===== config.mk =====
export PLATFORM = sky130hd
export DESIGN_NAME = serial_addsub_ctrl
export DESIGN_NICKNAME = d
export VERILOG_FILES = /design/src/rtl/serial_addsub_ctrl.sv
export SDC_FILE = /design/constraint.sdc
export NUM_CORES = 1
export LEC_CHECK = 0
export CORE_MARGIN = 1
export CORE_UTILIZATION = 45
export CTS_CLUSTER_DIAMETER = 30
export DETAILED_ROUTE_END_ITERATION = 6
export HOLD_SLACK_MARGIN = 0.02
export PLACE_DENSITY = 0.72
export SYNTH_ARGS = -nofsm -noshare
export SYNTH_HDL_FRONTEND = slang
export SYNTH_SLANG_ARGS = --single-unit

===== constraint.sdc =====
create_clock -name clk -period 3.04 [get_ports clk]
set_input_delay 0.456 -clock clk [delete_from_list [all_inputs] [get_ports clk]]
set_output_delay 0.456 -clock clk [all_outputs]
set_load 0.02 [all_outputs]

===== src/rtl/serial_addsub_ctrl.sv =====
// Bit-serial adder/subtractor controller: one result bit per clock, LSB first,
// through a single one-bit add/subtract cell and a carry/borrow register.
module serial_addsub_ctrl #(
    parameter int WIDTH = 8
) (
    input  logic             clk,
    input  logic             rst,
    input  logic             start,
    input  logic             op,
    input  logic [WIDTH-1:0] a,
    input  logic [WIDTH-1:0] b,
    output logic             busy,
    output logic             done,
    output logic [WIDTH-1:0] result,
    output logic             cout
);

    // state | meaning
    // IDLE  | waiting for start; result/cout hold the last completed operation
    // RUN   | one operand bit pair consumed per clock, LSB first
    // DONE  | one-cycle completion pulse; result/cout final
    typedef enum logic [1:0] {
        IDLE = 2'd0,
        RUN  = 2'd1,
        DONE = 2'd2
    } state_t;

    localparam int CW = $clog2(WIDTH);

    state_t           state;
    state_t           state_nxt;
    logic [WIDTH-1:0] a_sh;
    logic [WIDTH-1:0] b_sh;
    logic [WIDTH-1:0] res_sh;
    logic             op_q;
    logic             carry;
    logic [CW-1:0]    bit_cnt;
    logic             last_bit;
    logic             a_bit;
    logic             b_bit;
    logic             axb;
    logic             sum_bit;
    logic             carry_nxt;

    assign last_bit = (bit_cnt == '0);

    always_ff @(posedge clk) begin
        if (rst) begin
            state <= IDLE;
        end else begin
            state <= state_nxt;
        end
    end

    always_comb begin
        state_nxt = state;
        case (state)
            IDLE: if (start) state_nxt = RUN;
            RUN:  if (last_bit) state_nxt = DONE;
            DONE: state_nxt = IDLE;
            default: state_nxt = IDLE;
        endcase
    end

    // Single one-bit cell; the same xor term serves both add and subtract.
    assign a_bit     = a_sh[0];
    assign b_bit     = b_sh[0];
    assign axb       = a_bit ^ b_bit;
    assign sum_bit   = axb ^ carry;
    assign carry_nxt = op_q ? ((~a_bit & b_bit) | (~axb & carry))
                            : ((a_bit & b_bit) | (axb & carry));

    always_ff @(posedge clk) begin
        if (rst) begin
            a_sh    <= '0;
            b_sh    <= '0;
            res_sh  <= '0;
            op_q    <= 1'b0;
            carry   <= 1'b0;
            bit_cnt <= '0;
        end else begin
            case (state)
                IDLE: begin
                    if (start) begin
                        a_sh    <= a;
                        b_sh    <= b;
                        op_q    <= op;
                        carry   <= 1'b0;
                        bit_cnt <= CW'(WIDTH - 1);
                    end
                end
                RUN: begin
                    // New bit enters at the MSB so bit i lands at index i after WIDTH shifts.
                    a_sh   <= a_sh >> 1;
                    b_sh   <= b_sh >> 1;
                    res_sh <= {sum_bit, res_sh[WIDTH-1:1]};
                    carry  <= carry_nxt;
                    if (!last_bit) begin
                        bit_cnt <= bit_cnt - CW'(1);
                    end
                end
                default: begin
                end
            endcase
        end
    end

    assign busy   = (state != IDLE);
    assign done   = (state == DONE);
    assign result = res_sh;
    assign cout   = carry;

endmodule


==> impl_metrics.yaml <==
pwr:
  power_per_cell_area_nw_per_um2: 501
  peakVddDrop_mv: 0.246
  p_leak_nw: 0.650
clocking:
  cts_hold_buf: 0
  cts_root_buffer: "clkbuf_4"
  insertion_delay_ns: 0.34
  clockBufferDepth: 2
  cts.repair.resized: 0
  cts_sinks: 31
  numCtsBuffers: 5
  clk_pin_slew_ns: 0.10
  cts_tree: "built"
  postCtsSetupRepairBufs: 0
  cts_htree_levels: 2
yosys:
  synth-edff-count: 0
  async_reset_ff_share_pct: 0
  ys_seq_elements: 31
  synth_area_um2: 1480
  synth_ff_type: "dfxtp_1"
  ys_seq_area_share_pct: 42.1
  ys_types: 29
  syn_area_per_cell_um2: 9.90
  synth_nets: 173
  ys_warn_count: 0
  syn_inst: 149
floorplan:
  die_width_um: 59.3
  rows: 20
  io_pins: 31
  die_area_um2: 3510
  coreArea_um2: 3080
  die_y_um: 59.3
  start_util_pct: 47.9
timing:
  slew_headroom_pct: 59.5
  fin_ws_ns: 0.838
  period_minus_slack_ns: 2.20
  period_share_pct: 72.4
  grt_setup_unrepaired: "no"
  setup_viol: 0
  finalHoldViolCount: 0
  fin_skew_ns: 0.00886
  tns_ns: 0
  fmax_ghz: 0.454
  tightest_slew_ns: 0.607
  whs_ns: 0.464
  maxSlewViolCount: 0
place:
  dp.cells: 214
  port_buffers: 30
  place_hpwl_um: 1980
  gp_congestion: 0.710
  pre_cts_slack_ns: 1.18
global_routing:
  grt_antenna_before_repair: 0
  grt.overflow.total: 0
  grt_max_degree: 29
  grt_pass1_vias: 1133
  grtUsageTotal_pct: 18.7
  grt_pass1_wl_um: 4760
final_layout:
  seqCellArea_um2: 621
  mostFrequentLayoutCell: "dfxtp_1"
  layout.filler_cells: 294
  finalNonFillerCells: 222
  antenna_cells: 0
  syn2layout_area_growth_pct: 22.9
  most-common-layout-cells: "dfxtp_1 (31), clkdlybuf4s50_1 (30), mux2i_1 (15)"
  nNetsFinal: 201
  drive_above_1_share_pct: 17.4
  multi_input_comb_area_um2: 738
worst_setup_path:
  critPathArrivalTime_ns: 1.75
  crit_fanout: 25
  critPathKind: "reg2out"
  crit_required_ns: 2.58
  worst_setup_path_start_kind: "register"
  cp-end-kind: "output port"
route:
  drt_iter0_markers: 30
  dr.pass1.iters: 4
  ant_nets: 0
  detail_route.vias_per_cell: 5.01
  vias: 1113
  wl_per_cell_um: 12.3
  remaining_drc_errors: 0
  finalWirelength_um: 2730
flow_run:
  maxCapViolations: 0
status:
  outcome: "finished clean"
min_path:
  worstHoldPathType: "reg2reg"
worst paths after layout:
| path | start | to | slack (ns) | cells past startpoint |
|---|---|---|---|---|
| worst max-delay path | state[0]$_SDFFE_PP0P_ | busy | 0.84 | 3 |
| worst min-delay path | result[0]$_SDFFE_PP0P_ | result[0]$_SDFFE_PP0P_ | 0.46 | 2 |
| worst max register to register | state[0]$_SDFFE_PP0P_ | cout$_SDFFE_PP0P_ | 1.39 | 4 |
| worst min register to register | result[0]$_SDFFE_PP0P_ | result[0]$_SDFFE_PP0P_ | 0.46 | 2 |
stage by stage:
step                      area (um^2)  utilization [%]  power (W)
after floorplan                  1480                -   0.000640
after global placement           1760             57.2   0.000676
after detailed placement         1760             57.2   0.000689
after CTS                        1810             58.9   0.000923
after global routing             1810             58.9   0.000963
final                            1810             58.9   0.000909
state kept, by name, indices dropped and copies added (netlist names):
name / cells
a_sh: 8
cout: 1
op_q: 1
b_sh: 8
state: 2
bit_cnt: 3
result: 8
worst max-delay path, cell delays in order (launching register included):
cell and delay [ns]:
dfxtp_1 0.33, buf_4 0.31, or2_2 0.17, clkdlybuf4s50_1 0.59
synthesized netlist by cell type, types with 3 or more instances:
library cell,n,area (um^2)
nor2_2,6,37.5
dfxtp_1,31,621
mux2i_1,15,150
a211oi_2,14,175
inv_1,6,22.5
nand2b_1,3,18.8
buf_6,4,45.0
nor2b_1,3,18.8
nand2_1,14,52.6
nor2_1,14,52.6
o21ai_0,4,20.0
a21oi_1,10,50.1
routing by layer:
metal / global-route usage [%] / share of wire, % / vias up
li1: - / - / 562
met1: 18.3 / 42 / 527
met2: 34.8 / 51 / 18
met3: 6.11 / 5.2 / 6
met4: 9.18 / 1.9 / 0
met5: 0 / 0 / -
where the power goes:
| group | switching, W | leakage (nW) | total, W | internal [W] |
|---|---|---|---|---|
| Clock | 0.000144 | 0.0282 | 0.000233 | 0.0000890 |
| Combinational | 0.000111 | 0.367 | 0.000212 | 0.000102 |
| Sequential | 0.0000216 | 0.255 | 0.000464 | 0.000443 |
kinds of logic after synthesis:
kind of cell / share of synthesized area (%)
buffers and inverters: 7.89
flip-flops: 42.1
AO/OA/AOI/OAI: 20.0
AND/OR/NAND/NOR: 15.4
multiplexers: 10.2
adder cells (fa/ha/maj): 4.41
cell type report:
| type | count | share of cell area (%) |
|---|---|---|
| Multi-Input combinational cell | 100 | 40.7 |
| Sequential cell | 31 | 34.2 |
| Timing Repair Buffer | 33 | 17.8 |
| Tap cell | 44 | 3.04 |
| Clock buffer | 6 | 2.28 |
| Inverter | 6 | 1.24 |
| Clock inverter | 2 | 0.690 |
No activity file was read; power rests on OpenSTA's default activity.
